==> src/rtl/srg_32bit_div_pkg.sv <==
`default_nettype none
// ============================================================================
// Module      : srg_32bit_div_pkg
// Description : Shared types and constants for the 32-bit sequential
//               restoring divider (state enumeration, widths, the
//               divide-by-zero quotient pattern).
// Revision    : 1.0 - initial release
// ============================================================================
package srg_32bit_div_pkg;

    localparam int          DIV_W      = 32;
    localparam int          ITER_CNT   = 32;
    localparam int          CNT_W      = 5;
    localparam logic [31:0] DIV_ZERO_Q = 32'hFFFF_FFFF;

    typedef enum logic [2:0] {
        S_IDLE = 3'd0,
        S_PREP = 3'd1,
        S_ITER = 3'd2,
        S_FIX  = 3'd3,
        S_DONE = 3'd4
    } div_state_t;

    // Absolute value of a 32-bit operand when interpreted as signed.
    // 0x80000000 maps to itself, which is read as unsigned 2^31.
    function automatic logic [DIV_W-1:0] mag32(input logic [DIV_W-1:0] x,
                                               input logic             sgn);
        mag32 = (sgn && x[DIV_W-1]) ? (~x + 32'd1) : x;
    endfunction

endpackage
`default_nettype wire

==> src/rtl/srg_32bit_div_cla.sv <==
`default_nettype none
// ============================================================================
// Module      : srg_32Bit_CLA
// Description : 32-bit carry-lookahead adder built from eight 4-bit
//               lookahead groups; group carries ripple between groups.
// Revision    : 1.0 - initial release
// Ports       : OpA, OpB [31:0] - addends
//               cin             - carry in
//               Sum [31:0]      - OpA + OpB + cin (low 32 bits)
//               Cout            - carry out of bit 31
// ============================================================================
module srg_32Bit_CLA (
    input  logic [31:0] OpA,
    input  logic [31:0] OpB,
    input  logic        cin,
    output logic [31:0] Sum,
    output logic        Cout
);

    logic [8:0] w_gc;

    assign w_gc[0] = cin;

    for (genvar gi = 0; gi < 8; gi++) begin : g_grp
        logic [3:0] w_g;
        logic [3:0] w_p;
        logic [4:0] w_c;

        assign w_g    = OpA[4*gi +: 4] & OpB[4*gi +: 4];
        assign w_p    = OpA[4*gi +: 4] ^ OpB[4*gi +: 4];
        assign w_c[0] = w_gc[gi];
        assign w_c[1] = w_g[0] | (w_p[0] & w_c[0]);
        assign w_c[2] = w_g[1] | (w_p[1] & w_g[0]) | (w_p[1] & w_p[0] & w_c[0]);
        assign w_c[3] = w_g[2] | (w_p[2] & w_g[1]) | (w_p[2] & w_p[1] & w_g[0])
                      | (w_p[2] & w_p[1] & w_p[0] & w_c[0]);
        assign w_c[4] = w_g[3] | (w_p[3] & w_g[2]) | (w_p[3] & w_p[2] & w_g[1])
                      | (w_p[3] & w_p[2] & w_p[1] & w_g[0])
                      | (w_p[3] & w_p[2] & w_p[1] & w_p[0] & w_c[0]);

        assign Sum[4*gi +: 4] = w_p ^ w_c[3:0];
        assign w_gc[gi+1]     = w_c[4];
    end

    assign Cout = w_gc[8];

endmodule
`default_nettype wire

==> src/rtl/srg_32bit_div.sv <==
`default_nettype none
// ============================================================================
// Module      : srg_32bit_div
// Description : 32-bit signed/unsigned sequential divider, one radix-2
//               restoring step per cycle. IDLE -> PREP -> ITER(x32) -> FIX
//               -> DONE; start to done latency is 35 cycles.
// Revision    : 1.0 - initial release
// Macro       : SRG_DIV_EARLY_OUT_EN - when defined, PREP jumps straight to
//               FIX for divisor = 0 or |divisor| > |dividend| (3 cycles).
// Ports       : clk, rst_n (sync, active-low)
//               start, is_signed, dividend[31:0], divisor[31:0] - request
//               busy, done - status; done is a one-cycle pulse
//               quotient[31:0], remainder[31:0], div_by_zero - results,
//               held until the next accepted operation completes
// ============================================================================
module srg_32bit_div
    import srg_32bit_div_pkg::*;
(
    input  logic             clk,
    input  logic             rst_n,
    input  logic             start,
    input  logic             is_signed,
    input  logic [DIV_W-1:0] dividend,
    input  logic [DIV_W-1:0] divisor,
    output logic             busy,
    output logic             done,
    output logic [DIV_W-1:0] quotient,
    output logic [DIV_W-1:0] remainder,
    output logic             div_by_zero
);

    localparam logic [CNT_W-1:0] c_cnt_last = CNT_W'(ITER_CNT - 1);

    div_state_t       r_state;
    div_state_t       w_next;

    logic [DIV_W-1:0] r_dvd_raw;   // dividend exactly as captured
    logic [DIV_W-1:0] r_dsr_raw;   // divisor exactly as captured
    logic             r_signed;
    logic [DIV_W-1:0] r_dvd;       // dividend magnitude; quotient bits shift in at LSB
    logic [DIV_W-1:0] r_dsr;       // divisor magnitude
    logic [DIV_W-1:0] r_rem_p;     // partial remainder
    logic [CNT_W-1:0] r_cnt;
    logic             r_neg_q;
    logic             r_neg_r;
    logic             r_dz;
    logic             r_early;
    logic [DIV_W-1:0] r_quotient;
    logic [DIV_W-1:0] r_remainder;
    logic             r_div_by_zero;

    logic [DIV_W-1:0] w_dvd_mag;
    logic [DIV_W-1:0] w_dsr_mag;
    logic             w_skip;
    logic [DIV_W-1:0] w_shift;
    logic [DIV_W-1:0] w_sum;
    logic             w_cout;
    logic             w_borrow;

    assign w_dvd_mag = mag32(r_dvd_raw, r_signed);
    assign w_dsr_mag = mag32(r_dsr_raw, r_signed);

`ifdef SRG_DIV_EARLY_OUT_EN
    assign w_skip = (r_dsr_raw == '0) || (w_dsr_mag > w_dvd_mag);
`else
    assign w_skip = 1'b0;
`endif

    // Shifted partial remainder; its true width is 33 bits, the dropped
    // top bit is r_rem_p[31].
    assign w_shift = {r_rem_p[DIV_W-2:0], r_dvd[DIV_W-1]};

    // Trial subtract w_shift - r_dsr as w_shift + ~r_dsr + 1.
    srg_32Bit_CLA u_cla (
        .OpA  (w_shift),
        .OpB  (~r_dsr),
        .cin  (1'b1),
        .Sum  (w_sum),
        .Cout (w_cout)
    );

    // Borrow is NOT carry-out, except that a set 33rd bit of the shifted
    // remainder guarantees the subtraction fits (divisor < 2^32).
    assign w_borrow = ~w_cout & ~r_rem_p[DIV_W-1];

    // ---------------- state register ----------------
    always_ff @(posedge clk) begin
        if (!rst_n) begin
            r_state <= S_IDLE;
        end else begin
            r_state <= w_next;
        end
    end

    // ---------------- next state / status ----------------
    always_comb begin
        w_next = r_state;
        busy   = (r_state != S_IDLE);
        done   = (r_state == S_DONE);
        case (r_state)
            S_IDLE: if (start) w_next = S_PREP;
            S_PREP: w_next = w_skip ? S_FIX : S_ITER;
            S_ITER: if (r_cnt == c_cnt_last) w_next = S_FIX;
            S_FIX:  w_next = S_DONE;
            S_DONE: w_next = S_IDLE;
            default: w_next = S_IDLE;
        endcase
    end

    // ---------------- datapath ----------------
    always_ff @(posedge clk) begin
        if (!rst_n) begin
            r_dvd_raw     <= '0;
            r_dsr_raw     <= '0;
            r_signed      <= 1'b0;
            r_dvd         <= '0;
            r_dsr         <= '0;
            r_rem_p       <= '0;
            r_cnt         <= '0;
            r_neg_q       <= 1'b0;
            r_neg_r       <= 1'b0;
            r_dz          <= 1'b0;
            r_early       <= 1'b0;
            r_quotient    <= '0;
            r_remainder   <= '0;
            r_div_by_zero <= 1'b0;
        end else begin
            case (r_state)
                S_IDLE: begin
                    if (start) begin
                        r_dvd_raw <= dividend;
                        r_dsr_raw <= divisor;
                        r_signed  <= is_signed;
                    end
                end
                S_PREP: begin
                    r_dvd   <= w_dvd_mag;
                    r_dsr   <= w_dsr_mag;
                    r_rem_p <= '0;
                    r_cnt   <= '0;
                    r_neg_q <= r_signed & (r_dvd_raw[DIV_W-1] ^ r_dsr_raw[DIV_W-1]);
                    r_neg_r <= r_signed & r_dvd_raw[DIV_W-1];
                    r_dz    <= (r_dsr_raw == '0);
                    r_early <= w_skip;
                end
                S_ITER: begin
                    r_rem_p <= w_borrow ? w_shift : w_sum;
                    r_dvd   <= {r_dvd[DIV_W-2:0], ~w_borrow};
                    r_cnt   <= r_cnt + 1'b1;
                end
                S_FIX: begin
                    if (r_dz) begin
                        r_quotient  <= DIV_ZERO_Q;
                        r_remainder <= r_dvd_raw;
                    end else if (r_early) begin
                        r_quotient  <= '0;
                        r_remainder <= r_dvd_raw;
                    end else begin
                        r_quotient  <= r_neg_q ? (~r_dvd + 32'd1)   : r_dvd;
                        r_remainder <= r_neg_r ? (~r_rem_p + 32'd1) : r_rem_p;
                    end
                    r_div_by_zero <= r_dz;
                end
                default: ;
            endcase
        end
    end

    assign quotient    = r_quotient;
    assign remainder   = r_remainder;
    assign div_by_zero = r_div_by_zero;

endmodule
`default_nettype wire
==> config.mk <==
export PLATFORM = sky130hd
export DESIGN_NAME = srg_32bit_div
export DESIGN_NICKNAME = d
export VERILOG_FILES = /design/src/rtl/srg_32bit_div_pkg.sv /design/src/rtl/srg_32bit_div_cla.sv /design/src/rtl/srg_32bit_div.sv
export SDC_FILE = /design/constraint.sdc
export NUM_CORES = 1
export LEC_CHECK = 0
export ABC_AREA = 1
export BUFFER_PORTS_ARGS = -buffer_cell sky130_fd_sc_hd__buf_2
export CORE_MARGIN = 1.5
export CORE_UTILIZATION = 60
export CTS_CLUSTER_SIZE = 40
export DETAILED_ROUTE_END_ITERATION = 8
export GPL_TIMING_DRIVEN = 0
export PLACE_DENSITY = 0.87
export SLEW_MARGIN = 20
export SYNTH_ARGS = -nofsm -noshare
export SYNTH_HDL_FRONTEND = slang
export SYNTH_SLANG_ARGS = --single-unit
export TNS_END_PERCENT = 30
==> constraint.sdc <==
create_clock -name clk -period 3.2 [get_ports clk]
set_input_delay 0.64 -clock clk [delete_from_list [all_inputs] [get_ports clk]]
set_output_delay 0.64 -clock clk [all_outputs]
set_load 0.03 [all_outputs]
==> impl_metrics.xml <==
<?xml version="1.0" encoding="UTF-8"?>
<metrics>
  <group name="yosys">
    <metric name="syn_area_per_cell" unit="um^2">6.97</metric>
    <metric name="yosys.cell_count.top_type" unit="">nand2_1</metric>
    <metric name="post_synth_instance_area" unit="um^2">13400</metric>
    <metric name="ys_top_cells_by_count" unit="">nand2_1, inv_1, dfxtp_1</metric>
    <metric name="postSynth.topFlopCell" unit="">dfxtp_1</metric>
    <metric name="share_of_synthesized_area_occupied_by_flip_flops_and_latches" unit="">0.355</metric>
    <metric name="yosys.area.top_type" unit="">dfxtp_1</metric>
    <metric name="synth-warning-count" unit="">0</metric>
    <metric name="netlist.area_leader.share" unit="">0.355</metric>
    <metric name="synth_enable_flop_cells" unit="">0</metric>
    <metric name="syn-instance-count" unit="">1916</metric>
    <metric name="synthDistinctLibCells" unit="">50</metric>
    <metric name="synth-async-reset-ratio" unit="">0</metric>
    <metric name="synthesis.nets" unit="">2030</metric>
    <metric name="ys_top_cells_by_area" unit="">dfxtp_1, nand2_1, a21oi_1</metric>
    <metric name="ys_seq_elements" unit="">237</metric>
  </group>
  <group name="global_route">
    <metric name="grt_pass1_wl" unit="um">69000</metric>
    <metric name="antenna_violations_before_repair" unit="">0</metric>
    <metric name="grt_max_degree" unit="">14</metric>
    <metric name="global_route.usage.total" unit="">0.368</metric>
    <metric name="overflow" unit="">0</metric>
    <metric name="first_global_vias" unit="">13400</metric>
  </group>
  <group name="setup_path">
    <metric name="critical_path_class" unit="">reg2reg</metric>
    <metric name="worst_r2r_path_depth" unit="">9</metric>
    <metric name="path_max_fanout" unit="">10</metric>
    <metric name="critical_path.endpoint_type" unit="">register</metric>
    <metric name="worstPathArrival" unit="ns">3.46</metric>
    <metric name="timing.reg2reg.setup_slack" unit="ns">0.14</metric>
    <metric name="startpoint_type" unit="">register</metric>
    <metric name="r2r_end" unit="">r_dvd[3]</metric>
    <metric name="worst_ep_required_time" unit="ns">3.60</metric>
    <metric name="worst_r2r_startpoint" unit="">r_state[2]</metric>
  </group>
  <group name="detailed_routing">
    <metric name="routed_via_density" unit="">6.08</metric>
    <metric name="routed_wirelength" unit="um">44100</metric>
    <metric name="drt_pass_1_iters" unit="">8</metric>
    <metric name="post_drt_wl_per_cell" unit="um">18.6</metric>
    <metric name="postRouteAntennaNets" unit="">0</metric>
    <metric name="dr_total_vias" unit="">14500</metric>
    <metric name="initialDrtViolationCount" unit="">1736</metric>
    <metric name="drcViolationCount" unit="">0</metric>
  </group>
  <group name="power_and_ir_drop">
    <metric name="power.internal" unit="mW">6.68</metric>
    <metric name="ir_drop" unit="V">0.000438</metric>
    <metric name="clkPwrFrac" unit="">0.298</metric>
    <metric name="power.leakage" unit="nW">6.70</metric>
    <metric name="seq_power_share" unit="">0.325</metric>
    <metric name="p_comb_frac" unit="">0.377</metric>
    <metric name="p_sw_frac" unit="">0.400</metric>
    <metric name="netSwitchingPower" unit="mW">4.46</metric>
    <metric name="cell_area_power_density" unit="nW/um^2">723</metric>
  </group>
  <group name="placed_design">
    <metric name="placedInstanceArea" unit="um^2">14400</metric>
    <metric name="place.gp.congestion" unit="">0.971</metric>
    <metric name="io_buffers" unit="">133</metric>
    <metric name="post-dp-hpwl" unit="um">32800</metric>
  </group>
  <group name="die">
    <metric name="die_h" unit="um">152</metric>
    <metric name="floorplan.rows" unit="">54</metric>
    <metric name="io-pin-count" unit="">135</metric>
    <metric name="initial_utilization" unit="">0.612</metric>
    <metric name="die_outline_area" unit="um^2">23200</metric>
    <metric name="fp.dieW" unit="um">152</metric>
    <metric name="fp.coreArea" unit="um^2">21800</metric>
  </group>
  <group name="sta">
    <metric name="actual_transition_at_the_worst_max_transition_pin" unit="ns">0.959</metric>
    <metric name="grt_setup_unrepaired" unit="">false</metric>
    <metric name="timing.fmax" unit="MHz">326</metric>
    <metric name="final_max_slew_viol_count" unit="">0</metric>
    <metric name="timing_hold_violations_final" unit="">0</metric>
    <metric name="setup_violations" unit="">0</metric>
    <metric name="rel_slew_slack" unit="">0.360</metric>
    <metric name="layout_min_cycle_time" unit="ns">3.06</metric>
    <metric name="worst_clock_skew" unit="ns">0.0238</metric>
    <metric name="final_min_period_over_clock_period" unit="">0.957</metric>
    <metric name="final.setup.tns" unit="ns">0</metric>
  </group>
  <group name="status">
    <metric name="result_of_the_run" unit="">finished, final reports clean</metric>
  </group>
  <group name="worst_hold_path">
    <metric name="holdPathEnd" unit="">r_dsr_raw[3]</metric>
    <metric name="min_path_cells" unit="">3</metric>
    <metric name="hold_class" unit="">in2reg</metric>
    <metric name="hold_start" unit="">divisor[3]</metric>
  </group>
  <group name="run">
    <metric name="timing.max_cap.violations" unit="">0</metric>
  </group>
  <group name="cells_and_area">
    <metric name="syn_to_final_growth" unit="%">15.5</metric>
    <metric name="layout-drive-gt1-share" unit="">0.125</metric>
    <metric name="fin_area" unit="um^2">15400</metric>
    <metric name="insertedDiodeCount" unit="">0</metric>
    <metric name="final_core_utilization" unit="">0.707</metric>
    <metric name="num-nets-final" unit="">2193</metric>
  </group>
  <group name="clock_tree">
    <metric name="depth_of_the_cts_h_tree" unit="">1</metric>
    <metric name="clock_tree_from_tritoncts" unit="">built</metric>
    <metric name="cts.sink_count" unit="">237</metric>
    <metric name="worst_setup_hold_path_clk_slew" unit="ns">0.06</metric>
    <metric name="number_of_cts_inserted_buffers" unit="">26</metric>
    <metric name="clk_buf_depth" unit="">3</metric>
    <metric name="post_cts_hold_buffer_count" unit="">0</metric>
    <metric name="insertion_delay" unit="ns">0.55</metric>
    <metric name="cts_root_buf" unit="">clkbuf_16</metric>
  </group>
</metrics>
## power by group through the flow
stage	registers [mW]	clock network, mW	logic, mW
after floorplan	3.62	0	2.92
after global placement	3.65	0	3.84
after detailed placement	3.66	0	3.96
after CTS	3.60	3.32	4.00
after global routing	3.65	3.44	4.62
final	3.62	3.32	4.20
## critical path, cell delays in order (launching register included)
cell	delay, ns
dfxtp_1	0.34
nor2_1	0.19
inv_1	0.09
nor2_2	0.44
clkinv_1	0.55
nand2_1	0.56
inv_2	0.18
clkbuf_1	0.33
nand2_1	0.15
a31oi_1	0.10
## logic make-up after synthesis
| kind of cell | after synthesis | synth area share |
|---|---|---|
| buffers and inverters | 349 | 0.102 |
| DFF | 237 | 0.355 |
| adders and majority gates | 46 | 0.0470 |
| and+or+nand+nor | 729 | 0.249 |
| AOI/OAI and AO/OA | 490 | 0.204 |
| xor gates and xnor gates | 65 | 0.0426 |
## layout by cell type (no fill, tap or decap), types with 7 or more instances in the layout
cell type  netlist  final
o21ai_1          8      8
nand4_1         11     11
buf_2            4    137
inv_1          240    239
clkbuf_1        85     87
o211ai_1         7      7
a31oi_1         44     44
a22oi_1         28     28
nor3_2           8      8
ha_1            39     35
nor2_2           6      8
nand3_1        162    162
nor2_1         148    146
nand2_1        320    316
o21ai_0        162    162
o221ai_1        15     15
dfxtp_1        237    236
nor3_1          27     27
nand2_2         11     15
o22ai_1          9      9
xnor2_1          7      7
clkbuf_16        0     26
xor2_1          58     58
a21oi_1        201    201
## metrics by stage
stage	std cells	hold WS, ns	total power, mW	worst slack (ns)
2_1_floorplan	1916	0.436	6.53	0.609
3_3_place_gp	2329	0.452	7.48	-0.0295
3_5_place_dp	2329	0.461	7.61	-0.0737
4_1_cts	2376	0.370	10.9	0.0260
5_1_grt	2378	0.387	11.7	0.0158
6_report	2378	0.372	11.1	0.136
## how the worst max path moves through the flow
stage | startpoint | to | slack (ns) | depth (start not counted)
final | r_state[2] | r_dvd[3] | 0.14 | 9
after detailed placement | r_dvd[31] | r_rem_p[29] | -0.07 | 24
after global placement | r_dvd[31] | r_rem_p[29] | -0.03 | 24
after floorplan | r_rem_p[6] | r_rem_p[29] | 0.61 | 21
after CTS | r_rem_p[6] | r_rem_p[29] | 0.03 | 21
after global routing | r_rem_p[6] | r_rem_p[29] | 0.02 | 21
## per-layer routing
metal	share of wire	global-route usage	wire, um	vias up
met3	0.12	0.0791	5420	163
li1	-	-	-	6720
met4	0.049	0.169	2160	0
met1	0.40	0.499	17700	6679
met2	0.43	0.562	18900	907
met5	0	0	0	-
## flip-flops by register name (all words and copies together), names as in the netlist
register     cells
r_neg_q          1
r_signed         1
div_by_zero      1
r_rem_p         32
remainder       32
r_dz             1
r_dsr           32
r_neg_r          1
r_cnt            5
r_dvd_raw       32
r_dvd           32
r_state          3
quotient        32
r_dsr_raw       32
## final cells by class
cell class / instances / area (um^2)
Timing Repair Buffer: 135 / 681
Inverter: 248 / 931
Tap cell: 280 / 350
Multi-Input combinational cell: 1330 / 7330
Buffer: 101 / 429
Clock buffer: 34 / 741
Fill cell: 1812 / 6400
Sequential cell: 237 / 4750
Clock inverter: 13 / 208
## repair_timing
action | in CTS | in global routing
pin swaps | 0 | 1
resized for setup | 3 | 14
endpoints found under the setup margin | 14 | 38
buffers inserted | 0 | 2
(Power assumes the default switching activity.)
